$ cat src/rtl/jhash_sched.sv
// Round-robin scheduler sharing one jhash engine between NREQ requesters.
// Optional watchdog abort of a stuck engine job: define JHASH_SCHED_TIMEOUT_EN.
module jhash_sched #(
  parameter int NREQ  = 4,
  parameter int PTRW  = 2,
  parameter int TMO_W = 16
) (
  input  logic                 clk,
  input  logic                 rst,
  input  logic [NREQ-1:0]      req,
  input  logic [32*NREQ-1:0]   req_initval,
  output logic [NREQ-1:0]      gnt,
  output logic [NREQ-1:0]      done,
  output logic [31:0]          result,
  output logic [NREQ-1:0]      eng_ce,
  output logic                 eng_start,
  output logic [31:0]          eng_initval,
  input  logic                 eng_done,
  input  logic [31:0]          eng_hash,
  output logic                 busy,
  output logic [NREQ-1:0]      err
);

  typedef enum logic [1:0] {
    S_IDLE,
    S_START,
    S_RUN,
    S_DONE
  } state_e;

  if (NREQ < 2 || NREQ > 8 || (1 << PTRW) < NREQ || TMO_W < 2) begin : g_bad_params
    $error("jhash_sched: illegal NREQ/PTRW/TMO_W combination");
  end

  state_e            state_q, state_d;
  logic [NREQ-1:0]   gnt_q, gnt_d;
  logic [PTRW-1:0]   gnt_idx_q, gnt_idx_d;
  logic [PTRW-1:0]   ptr_q, ptr_d;
  logic [31:0]       initval_q, initval_d;
  logic [31:0]       result_q, result_d;
  logic              eng_done_d_q;

  logic              eng_done_edge;
  logic              tmo_expired;
  logic              tmo_abort;

  logic              win_found;
  logic [PTRW-1:0]   win_idx;
  logic [NREQ-1:0]   win_oh;
  logic [31:0]       win_initval;

  // eng_done may be a level (stream_done); only a fresh rising edge completes a job.
  assign eng_done_edge = eng_done & ~eng_done_d_q;

  // Rotating priority: search pointer+1, pointer+2, ... with wrap modulo NREQ.
  always_comb begin
    // NOTE: every combinational output gets a default first so no path leaves
    // it unassigned -- that is what keeps synthesis from inferring a latch.
    win_found   = 1'b0;
    win_idx     = '0;
    win_oh      = '0;
    win_initval = '0;
    for (int k = 1; k <= NREQ; k++) begin
      for (int i = 0; i < NREQ; i++) begin
        if (!win_found && (i == (int'(ptr_q) + k) % NREQ) && req[i]) begin
          win_found   = 1'b1;
          win_idx     = PTRW'(i);
          win_oh[i]   = 1'b1;
          win_initval = req_initval[32*i +: 32];
        end
      end
    end
  end

  always_comb begin
    state_d   = state_q;
    gnt_d     = gnt_q;
    gnt_idx_d = gnt_idx_q;
    ptr_d     = ptr_q;
    initval_d = initval_q;
    result_d  = result_q;
    case (state_q)
      S_IDLE: begin
        if (win_found) begin
          gnt_d     = win_oh;
          gnt_idx_d = win_idx;
          initval_d = win_initval;
          state_d   = S_START;
        end
      end
      S_START: state_d = S_RUN;
      S_RUN: begin
        // A completion edge in the terminal-count cycle beats the timeout.
        if (eng_done_edge) begin
          result_d = eng_hash;
          state_d  = S_DONE;
        end else if (tmo_expired) begin
          state_d  = S_DONE;
        end
      end
      S_DONE: begin
        ptr_d   = gnt_idx_q;
        gnt_d   = '0;
        state_d = S_IDLE;
      end
      default: state_d = S_IDLE;
    endcase
  end

  always_ff @(posedge clk) begin
    // NOTE: state registers use non-blocking assignments so every flop samples
    // pre-edge values regardless of statement order.
    if (rst) begin
      state_q      <= S_IDLE;
      gnt_q        <= '0;
      gnt_idx_q    <= '0;
      ptr_q        <= PTRW'(NREQ - 1);
      initval_q    <= '0;
      result_q     <= '0;
      eng_done_d_q <= 1'b0;
    end else begin
      state_q      <= state_d;
      gnt_q        <= gnt_d;
      gnt_idx_q    <= gnt_idx_d;
      ptr_q        <= ptr_d;
      initval_q    <= initval_d;
      result_q     <= result_d;
      eng_done_d_q <= eng_done;
    end
  end

`ifdef JHASH_SCHED_TIMEOUT_EN
  logic [TMO_W-1:0] tmo_q, tmo_d;
  logic [NREQ-1:0]  err_q, err_d;
  logic             abort_q, abort_d;

  assign tmo_expired = (state_q == S_RUN) && (&tmo_q) && !eng_done_edge;

  // abort_q marks the cleanup pass through S_DONE so done stays quiet.
  always_comb begin
    tmo_d   = tmo_q;
    err_d   = err_q;
    abort_d = abort_q;
    if (state_q == S_START) begin
      tmo_d = '0;
    end else if (state_q == S_RUN) begin
      tmo_d = tmo_q + 1'b1;
    end
    if (tmo_expired) begin
      err_d   = err_q | gnt_q;
      abort_d = 1'b1;
    end else if (state_q == S_DONE) begin
      abort_d = 1'b0;
    end
  end

  always_ff @(posedge clk) begin
    if (rst) begin
      tmo_q   <= '0;
      err_q   <= '0;
      abort_q <= 1'b0;
    end else begin
      tmo_q   <= tmo_d;
      err_q   <= err_d;
      abort_q <= abort_d;
    end
  end

  assign tmo_abort = abort_q;
  assign err       = err_q;
`else
  assign tmo_expired = 1'b0;
  assign tmo_abort   = 1'b0;
  assign err         = '0;
`endif

  assign gnt         = gnt_q;
  assign done        = (state_q == S_DONE && !tmo_abort) ? gnt_q : '0;
  assign eng_ce      = (state_q == S_START || state_q == S_RUN) ? gnt_q : '0;
  assign eng_start   = (state_q == S_START);
  assign eng_initval = initval_q;
  assign result      = result_q;
  assign busy        = (state_q != S_IDLE);

endmodule

$ cat config.mk
export PLATFORM = sky130hd
export DESIGN_NAME = jhash_sched
export DESIGN_NICKNAME = d
export VERILOG_FILES = /design/src/rtl/jhash_sched.sv
export SDC_FILE = /design/constraint.sdc
export NUM_CORES = 1
export LEC_CHECK = 0
export BUFFER_PORTS_ARGS = -buffer_cell sky130_fd_sc_hd__buf_2
export CORE_MARGIN = 2
export CORE_UTILIZATION = 30
export CTS_CLUSTER_DIAMETER = 150
export CTS_CLUSTER_SIZE = 10
export DETAILED_ROUTE_END_ITERATION = 6
export GPL_TIMING_DRIVEN = 0
export MAX_ROUTING_LAYER = met4
export PLACE_DENSITY = 0.56
export SYNTH_ARGS = -nofsm -noshare
export SYNTH_HDL_FRONTEND = slang
export SYNTH_SLANG_ARGS = --single-unit
$ cat constraint.sdc
create_clock -name clk -period 2.7 [get_ports clk]
set_clock_uncertainty 0.15 [all_clocks]
set_input_delay 0.135 -clock clk [delete_from_list [all_inputs] [get_ports clk]]
set_output_delay 0.135 -clock clk [all_outputs]
set_load 0.05 [all_outputs]
== Yosys cells after proc, flatten, opt, wreduce, memory -nomap -nowiden ==
Cells that the tools add are included.
Storage, ports and cells
  register bits: 75
  logic and storage cells: 165
Operators by class
  $add $sub $neg: 4
  equal/unequal tests: 17
  muxes and demuxes: 69
  bitwise operators: 6
  reduce and logical (&&, ||, !) cells: 62
Operators with widths (number)
  $mux W32: 16
  $logic_not A32 Y1: 4
  $mux W1: 32
  $mux W2: 16
  $logic_and A1 B1 Y1: 31
  $eq A3 B3 Y1 const A: 8
  $logic_not A1 Y1: 15
  $eq A2 B3 Y1 const A: 4
  $mux W4: 3
  $pmux W2 S4: 1
  $pmux W4 S2: 1
  $reduce_and A2 Y1: 4
  $reduce_or A2 Y1: 4
  $add A2 B1 Y2 const B: 2
  $add A2 B2 Y2 const B: 2
  $and A1 B1 Y1 const A: 4
  $eq A2 B2 Y1 const B: 2
  $ne A2 B2 Y1 const B: 2
  $reduce_bool A2 Y1: 2
  $eq A2 B1 Y1 const B: 1
  $logic_not A2 Y1: 1
  $and A1 B1 Y1: 1
  $logic_or A1 B1 Y1: 1
  $not A1 Y1: 1

== Depth between registers and ports, before layout ==
  depth in word-level cells: 68
  gate-level depth with buffers: 9

== Least setup slack after synthesis ==
Ideal clock, no wire load.
  path kind: register -> register
  from: register state_q[0]
  to: register initval_q[19], in the netlist eng_initval[19]
  arrival time: 1792 ps
  slack: 619 ps
  stages on the path, launching flop included: 8
  period minus slack after synthesis: 2081 ps
  cell sequence: dfxtp_1 -> inv_1 -> ha_1 -> inv_1 -> a21oi_2 -> nor2_1 -> a2111oi_1 -> a211oi_2
Between the ends
  longest elaborated chain between the ends: 2
Ends and longest elaborated chain
  start: declaration: line 35  | state_e state_q, state_d;
  start signal: assignment: line 122  | state_q <= state_d;
  $logic_not A2 Y1: line 82  | case (state_q)
  $reduce_and A2 Y1 (no line)
  end signal: assignment: line 126  | initval_q <= initval_d;
  end: declaration: line 39  | logic [31:0] initval_q, initval_d;
Every way passes these cells.
A chain may end at the register's enable or synchronous reset.

== Worst setup path after layout ==
  from: register state_q[0]
  to: register initval_q[16], in the netlist eng_initval[16]
The elaborated chain is that of the path after synthesis.

==> metrics.csv <==
metric,value,unit
hold_slack,20.28,ps
peakVddDrop,346.8,µV
crit_chain,"inv_1, ha_1, o41ai_4, nor2_1, clkbuf_1, o21ai_0, nor3_1, a32o_1",
hold_viol_final,0,
synth_cell_type_count,68,
gr-total-overflow,0,
cp_data_required_time,2840,ps
path_max_fanout,10,
path_class,flop to flop,
core_area,0.01796,mm²
leakagePower,3.302,nW
setup_tns,0,ps
arrival,2630,ps
slew_viol_final,0,
ys_seq_elements,75,
synth_area,0.005477,mm²
nNetsFinal,1196,
avgSynthCellArea,7.627,µm²
syn2layout_area_growth,42.49,%
yosysSeqAreaShare,0.2742,
root_buffer,clkbuf_16,
synthFlopType,dfxtp_1,
dpl.hpwl,17610,µm
relSlewSlack,0.5519,
tritoncts,done,
p_total,5.812,mW
outcome,finished clean,
drtPass1Iterations,5,
min_period,2489,ps
endpoint_kind,flop,
grt_max_degree,17,
antenna_found_initial,1,
final_cell_mix,"261 x buf_2, 101 x nand2_1, 75 x dfxtp_1",
grt_pass1_wl,38060,µm
fin_crit_sh,0.9220,
clk_latency,350,ps
num_rows,49,
grtUsageTotal,0.2501,
htree_levels,3,
power_per_cell_area,744.7,mW/mm²
layout_commonest_cell,buf_2,
final_antenna_net_count,0,
vias,7270,
initial_core_util,0.3049,
synth_edf_count,0,
wl_per_cell,19.27,µm
setup_slack,210.6,ps
synthArstFlopShare,0,
critPathLaunchType,flop,
dieArea,0.01935,mm²
setup_violations,0,
drcViolationCount,0,
cts_buffers,9,
die_x,139.1,µm
drt_wl_total,24260,µm
postSynthCellCount,718,
drive_gt1_frac,0.3129,
io_buffers,242,
min_path_type,input port to flop,
yosysWarnings,0,
ios,249,
clkSlewWorstSetupHoldPaths,70,ps
place_ws,278.8,ps
dr.first_iter.drc_count,449,
grt_pass1_vias,6961,
finalWeightedCongestion,0.8962,
via_per_inst,5.774,
maxCapViolCount,0,
clock-sinks,75,
cts_setup_buffers,0,
fp.dieH,139.1,µm
clock_path_buffers,2,
worstMarginPinSlew,672.1,ps
critPathSlowestCell,clkbuf_1,
slowest_delay,490,ps
rsz0062_at_grt,yes,
fmax,401.7,MHz
## sequential cells by signal (all words and copies together) (netlist names)
signal and flops:
eng_done_d_q 1, eng_initval 32, gnt 4, gnt_idx_q 2, ptr_q 2, result 32
state_q 2
## what timing repair did
action | in CTS | in global routing
endpoints found under the setup margin | 0 | 6
gates resized for setup | 0 | 1
hold buffers | 50 | 0
endpoints found under the hold margin | 49 | 0
## layout make-up
class	instances	area, µm²
Fill cell	1888	10160
Multi-Input combinational cell	556	3523
Timing Repair Buffer	292	1712
Sequential cell	75	1501
Buffer	78	417.9
Tap cell	229	286.5
Clock buffer	9	225.2
Clock inverter	7	90.09
Inverter	12	45.04
Antenna cell	1	2.502
## synth_stat cells (9+ instances only)
cell / instances / area [µm²]
clkbuf_1: 37 / 138.9
a32oi_1: 18 / 157.7
o21ai_0: 37 / 185.2
buf_4: 15 / 112.6
nand3_1: 20 / 100.1
buf_2: 19 / 95.09
dfxtp_1: 75 / 1501
a21oi_1: 42 / 210.2
a221oi_1: 26 / 227.7
a32o_1: 12 / 120.1
and2_1: 9 / 56.30
o2111ai_1: 17 / 148.9
nand2_1: 101 / 379.1
inv_1: 12 / 45.04
o32ai_1: 16 / 140.1
nor2_1: 52 / 195.2
nand4_1: 13 / 81.33
nor3_1: 18 / 90.09
a22oi_1: 46 / 345.3
o22ai_1: 42 / 262.8
## cells by family after synthesis
family                   share of synthesized area
AND/OR/NAND/NOR                             0.2253
multiplexers                              0.003656
other                                    0.0006847
AO/OA/AOI/OAI                               0.4003
buffers and inverters                      0.08453
flip-flops                                  0.2742
adder cells (fa/ha/maj)                    0.01142
## power by group
part           leakage (nW)  switching, mW  total (mW)  internal [mW]
sequential            0.612          0.138        1.49           1.35
clock                 0.156          0.565        1.31          0.745
combinational          2.53           2.07        3.01          0.942
total                  3.30           2.77        5.81           3.04
## routing by layer
metal / vias to the layer above / global-route usage / wire length, µm
met3: 34 / 0.05836 / 2299
li1: 3395 / - / -
met4: 0 / 0.06699 / 357
met2: 412 / 0.3949 / 11130
met1: 3429 / 0.3221 / 10470
met5: - / - / 0
## final timing paths
kind / startpoint / endpoint / slack, ps / depth (start not counted)
hold / removal: req_initval[107] / eng_initval[11] / 20 / 3
hold reg to reg: result[2] / result[2] / 300 / 2
setup reg to reg: state_q[0] / eng_initval[16] / 210 / 8
setup / recovery: state_q[0] / eng_initval[16] / 210 / 8
## worst max-delay path, delay by kind of cell, from the launching register on
family          cells  cell delay [ps]
simple gates        2              580
fa+ha+maj           1              250
buf+inv             2              600
flops               1              350
compound gates      3              510
## stage by stage
step                instance area [µm²]  std cells  utilization
global placement                   6985       1192       0.3889
global route                       7804       1259       0.4344
detailed placement                 6985       1192       0.3889
floorplan                          5488        721            -
CTS                                7801       1258       0.4343
finish                             7804       1259       0.4344
(Power assumes the default switching activity.)
